[config.mk]
export PLATFORM = sky130hd
export DESIGN_NAME = mem_stage_sram
export DESIGN_NICKNAME = d
export VERILOG_FILES = /design/src/rtl/mem_stage_sram.sv
export SDC_FILE = /design/constraint.sdc
export NUM_CORES = 2
export LEC_CHECK = 0
export ABC_AREA = 1
export BUFFER_PORTS_ARGS = -buffer_cell sky130_fd_sc_hd__buf_2
export CAP_MARGIN = 10
export CORE_MARGIN = 4
export CORE_UTILIZATION = 55
export DETAILED_ROUTE_END_ITERATION = 8
export GPL_TIMING_DRIVEN = 1
export PLACE_DENSITY = 0.73
export SLEW_MARGIN = 5
export SYNTH_ARGS = -nofsm -noshare
export SYNTH_HDL_FRONTEND = slang
export SYNTH_SLANG_ARGS = --single-unit
[constraint.sdc]
create_clock -name clk -period 4.42 [get_ports clk]
set_input_delay 0.221 -clock clk [delete_from_list [all_inputs] [get_ports clk]]
set_output_delay 0.221 -clock clk [all_outputs]
set_load 0.005 [all_outputs]
[src/rtl/mem_stage_sram.sv]
// mem_stage_sram: MEM stage of the ARM pipeline. It sits between EXE and WB,
// holds a word-addressed data SRAM with a fixed number of wait states, and
// produces the MEM/WB pipeline register. The ready output tells the top level
// when the upstream stages have to freeze while an access is in flight.
module mem_stage_sram #(
   parameter int ADDR_BASE   = 1024,
   parameter int DEPTH       = 64,
   parameter int WAIT_CYCLES = 2
) (
   input  logic        clk,
   input  logic        rst,
   input  logic        mem_read_in,
   input  logic        mem_write_in,
   input  logic        wb_en_in,
   input  logic [3:0]  dest_in,
   input  logic [31:0] alu_result_in,
   input  logic [31:0] val_rm_in,
   output logic        ready,
   output logic        wb_en_out,
   output logic        mem_read_out,
   output logic [3:0]  dest_out,
   output logic [31:0] alu_result_out,
   output logic [31:0] mem_data_out,
   output logic        addr_error_out
);

   localparam int IDX_W = (DEPTH > 1) ? $clog2(DEPTH) : 1;
   localparam int CNT_W = (WAIT_CYCLES > 1) ? $clog2(WAIT_CYCLES) : 1;
   localparam logic [CNT_W-1:0] CNT_LAST = CNT_W'((WAIT_CYCLES > 0) ? WAIT_CYCLES - 1 : 0);
   localparam logic [31:0] BASE_ADDR   = 32'(ADDR_BASE);
   localparam logic [31:0] DEPTH_WORDS = 32'(DEPTH);

   typedef enum logic [1:0] {
      IDLE,
      BUSY,
      DONE
   } stateT;

   stateT            state_q;
   logic [CNT_W-1:0] cnt_q;
   logic [31:0]      memArray [DEPTH];

   logic             memReq;
   logic             isLoad;
   logic             accessIllegal;
   logic [31:0]      wordIdx;
   logic [IDX_W-1:0] memIdx;
   logic [31:0]      readData_d;

   // A store wins when both read and write are requested, so a load is a read without a write.
   assign memReq  = mem_read_in | mem_write_in;
   assign isLoad  = mem_read_in & ~mem_write_in;

   // Addresses below the base wrap to a huge word index, so the explicit below-base test is kept
   // alongside the range test to make the intent obvious.
   assign wordIdx       = (alu_result_in - BASE_ADDR) >> 2;
   assign memIdx        = wordIdx[IDX_W-1:0];
   assign accessIllegal = (alu_result_in < BASE_ADDR) | (wordIdx >= DEPTH_WORDS) |
                          (alu_result_in[1:0] != 2'b00);

   // The stage only holds the pipeline while a memory access has not reached its final cycle.
   assign ready = ~memReq | (state_q == DONE);

   // Illegal accesses and non-loads return zero so nothing stale leaks into writeback.
   assign readData_d = (isLoad & ~accessIllegal) ? memArray[memIdx] : 32'h0;

   // Wait-state sequencer: IDLE -> (BUSY for WAIT_CYCLES cycles) -> DONE -> IDLE.
   always_ff @(posedge clk) begin
      if (!rst) begin
         state_q <= IDLE;
         cnt_q   <= '0;
      end else begin
         case (state_q)
            IDLE: begin
               if (memReq) begin
                  if (WAIT_CYCLES == 0) begin
                     state_q <= DONE;
                  end else begin
                     state_q <= BUSY;
                     cnt_q   <= '0;
                  end
               end
            end
            BUSY: begin
               cnt_q <= cnt_q + 1'b1;
               if (cnt_q == CNT_LAST) begin
                  state_q <= DONE;
               end
            end
            DONE: begin
               state_q <= IDLE;
            end
            default: begin
               state_q <= IDLE;
            end
         endcase
      end
   end

   // Stores commit only on the edge that closes the DONE cycle, and never for illegal addresses.
   always_ff @(posedge clk) begin
      if (rst && (state_q == DONE) && mem_write_in && !accessIllegal) begin
         memArray[memIdx] <= val_rm_in;
      end
   end

   // MEM/WB register: capture the instruction when the stage is ready, otherwise insert a bubble.
   always_ff @(posedge clk) begin
      if (!rst) begin
         wb_en_out      <= 1'b0;
         mem_read_out   <= 1'b0;
         dest_out       <= 4'h0;
         alu_result_out <= 32'h0;
         mem_data_out   <= 32'h0;
         addr_error_out <= 1'b0;
      end else if (ready) begin
         wb_en_out      <= wb_en_in;
         mem_read_out   <= isLoad;
         dest_out       <= dest_in;
         alu_result_out <= alu_result_in;
         mem_data_out   <= readData_d;
         addr_error_out <= memReq & accessIllegal;
      end else begin
         wb_en_out      <= 1'b0;
         mem_read_out   <= 1'b0;
         addr_error_out <= 1'b0;
      end
   end

endmodule

==> flow_summary.toml <==
[pwr]
ir_drop_mv = 0.4144
p_leak_nw = 40.32
power.density_cell_area_nw_per_um2 = 433.2

[die]
initial_core_util = 0.5526
die_h_um = 406.7
io_pins = 145
core_area_um2 = 158200
die_x_um = 406.7
dieArea_um2 = 165400
num_rows = 146

[sta]
rsz0062_at_grt = "false"
post-route-min-period_ns = 3.615
maxSlewViolCount = 0
setup_viol = 0
hold_viol = 0
tightest_slew_ns = 1.209
tns_ns = 0
relSlewSlack = 0.1939
clock.fmax_mhz = 276.6
skew_ns = 0.06992
finalCritPeriodShare = 0.8180

[setup_path]
rrSetupSlack_ns = 1.01
crit_type = "in2reg"
worstPathRequired_ns = 4.84
cp_slowest_cell = "nor2_4"
endpoint_kind = "flip-flop"
crit_fanout = 32
arrival_ns = 4.04
startpoint_type = "input port"
cp_cell_sequence = "dlygate4sd3_1 > buf_2 > nor2_1 > nand2_1 > nor2_1 > nand3_1 > nand2_1 > nand2_1 > nor2_1 > nand3_1 > nor2_4 > buf_4 > nand3b_4 > nor2_4"
max_stage_delay_ns = 0.95

[detailed_routing]
drt_iter0_markers = 7914
vias_per_cell = 5.712
wl_per_cell_um = 24.20
antenna_left = 0
drc = 0
first_pass_iters = 6
vias = 59880
routed_wl_mm = 253.7

[min_path]
holdCritPathClass = "in2reg"

[place]
portBuffers = 144
dpl_cell_area_um2 = 91070
dp_hpwl_mm = 149.0
place.gp.congestion = 0.9674

[clock_tree]
clock_path_buffers = 3
cts_resized = 0
cts_tree = "built"
cts_buffers = 206
cts.sinks = 2122
path_clk_slew_ns = 0.06
htreeDepth = 4
clock-root-buffer = "clkbuf_16"
clk_latency_ns = 0.86

[final_layout]
drive_gt1_frac = 0.08242
design_area_um2 = 98870
area_growth_pct = 13.10
fin_nets = 8306

[synthesis]
synth_top_area_frac = 0.7035
ys_async_sr_fraction = 0
yosysTopAreaCell = "edfxtp_1"
syn-num-nets = 8126
yosysSeqAreaShare = 0.7204
synth_enable_flop_cells = 2048
netlist_top_cells_area = "edfxtp_1 70%, nand2_1 12%, nor2_1 4.3%"
ys_ff_latch = 2122
synth_cell_type_count = 28
syn_avg_cell_area_um2 = 10.86
yosys_warnings = 0
synthTopCellsByCount = "2,906 x nand2_1, 2,048 x edfxtp_1, 1,007 x nor2_1"
netlist_area_um2 = 87420
synth_ff_type = "edfxtp_1"
synth.most_common_cell = "nand2_1"
syn_inst = 8053

[global_routing]
grt_pass1_wl_mm = 369.1
antenna_found_initial = 12
gr-usage-met1 = 0.4084
gr-usage-all-layers = 0.3042
first_global_vias = 57250
met3_usage = 0.07657
grt.busiest_layer = "met2"
gr-usage-met2 = 0.4695
grt_max_degree = 193
overflow = 0

[flow_run]
max_cap_violations = 0

[outcome]
status = "finished, final reports clean"
## placed cells by master (no fill, tap or decap), types with 4 or more instances in the layout
cell type      count
buf_2            134
a21oi_1           86
buf_12            29
nor3_1            10
nand3_1           85
clkbuf_1          36
nand2_1         2905
clkinv_16          4
clkbuf_16        208
nand4_1           12
o22ai_1          321
dlygate4sd3_1     76
inv_1            780
nor3_2             8
edfxtp_1        2048
clkinv_2          43
nand3_4           10
nor2_2             4
clkinv_8           4
clkinvlp_4         5
clkinv_1          43
bufinv_16         33
nor2_1           943
o21ai_1           79
nand3b_4           6
diode_2            4
dfxtp_1           74
nor2_4            68
o21ai_0          118
o21bai_1          96
buf_4            119
## per-stage QoR
step / total power [mW] / setup slack [ns] / hold WS [ns] / utilization / cells
6_report: 42.83 / 0.8046 / 0.06961 / 0.6250 / 10480
5_1_grt: 43.96 / 0.6278 / 0.04481 / 0.6250 / 10480
4_1_cts: 42.86 / 0.9455 / 0.004688 / 0.6249 / 10480
3_5_place_dp: 24.87 / 0.4728 / 0.4628 / 0.5757 / 10020
3_3_place_gp: 24.83 / 0.5206 / 0.4398 / 0.5757 / 10020
2_1_floorplan: 23.67 / 1.133 / 0.3199 / - / 8053
## what timing repair did
item                                    in CTS  in global routing
buffers inserted                             0                  0
endpoints found under the setup margin       0                  0
endpoints found under the hold margin      106                  0
hold buffers                                76                  0
## state kept, by name (all words and copies together), names as in the netlist
signal,flops
memArray,2048
alu_result_out,32
mem_data_out,32
dest_out,4
state_q,2
addr_error_out,1
cnt_q,1
mem_read_out,1
wb_en_out,1
## critical path: cells and delay by family
family,cells,cell delay [ns]
AND/OR/NAND/NOR,11,2.82
buffers and inverters,3,0.97
## per-layer routing
layer,vias to the layer above,wire [um]
met3,654,30630
met4,4,13560
met5,-,27
li1,26900,-
met1,28670,93540
met2,3654,116000
## path summary, 6_finish.rpt
check | startpoint | end | depth (start not counted)
setup reg to reg | state_q[0] | memArray[14][13] | 6
setup / recovery | alu_result_in[19] | memArray[47][25] | 14
hold reg to reg | mem_data_out[31] | mem_data_out[31] | 2
hold / removal | val_rm_in[2] | memArray[12][2] | 1
## area by class of cell
class / count / area, um2
Clock inverter: 137 / 1662
Antenna cell: 4 / 10.01
Inverter: 785 / 2967
Multi-Input combinational cell: 4757 / 20350
Clock buffer: 246 / 5368
Sequential cell: 2122 / 62980
Tap cell: 2072 / 2592
Fill cell: 11890 / 59320
Timing Repair Buffer: 361 / 2947
## kinds of logic (layout without fill, tap and decap cells)
kind of cell           Yosys count  in the layout  synth area share
DFF                           2122           2122            0.7204
and+or+nand+nor               4055           4055            0.1781
AOI/OAI and AO/OA              702            702           0.04762
other                            0              4                 0
buffers and inverters         1174           1529           0.05389
## power by group
group	internal, mW	switching, mW	total [mW]
registers	22.1	0.0145	22.1
logic	0.569	1.94	2.51
clock network	10.6	7.64	18.3
No activity file was read; power rests on OpenSTA's default activity.
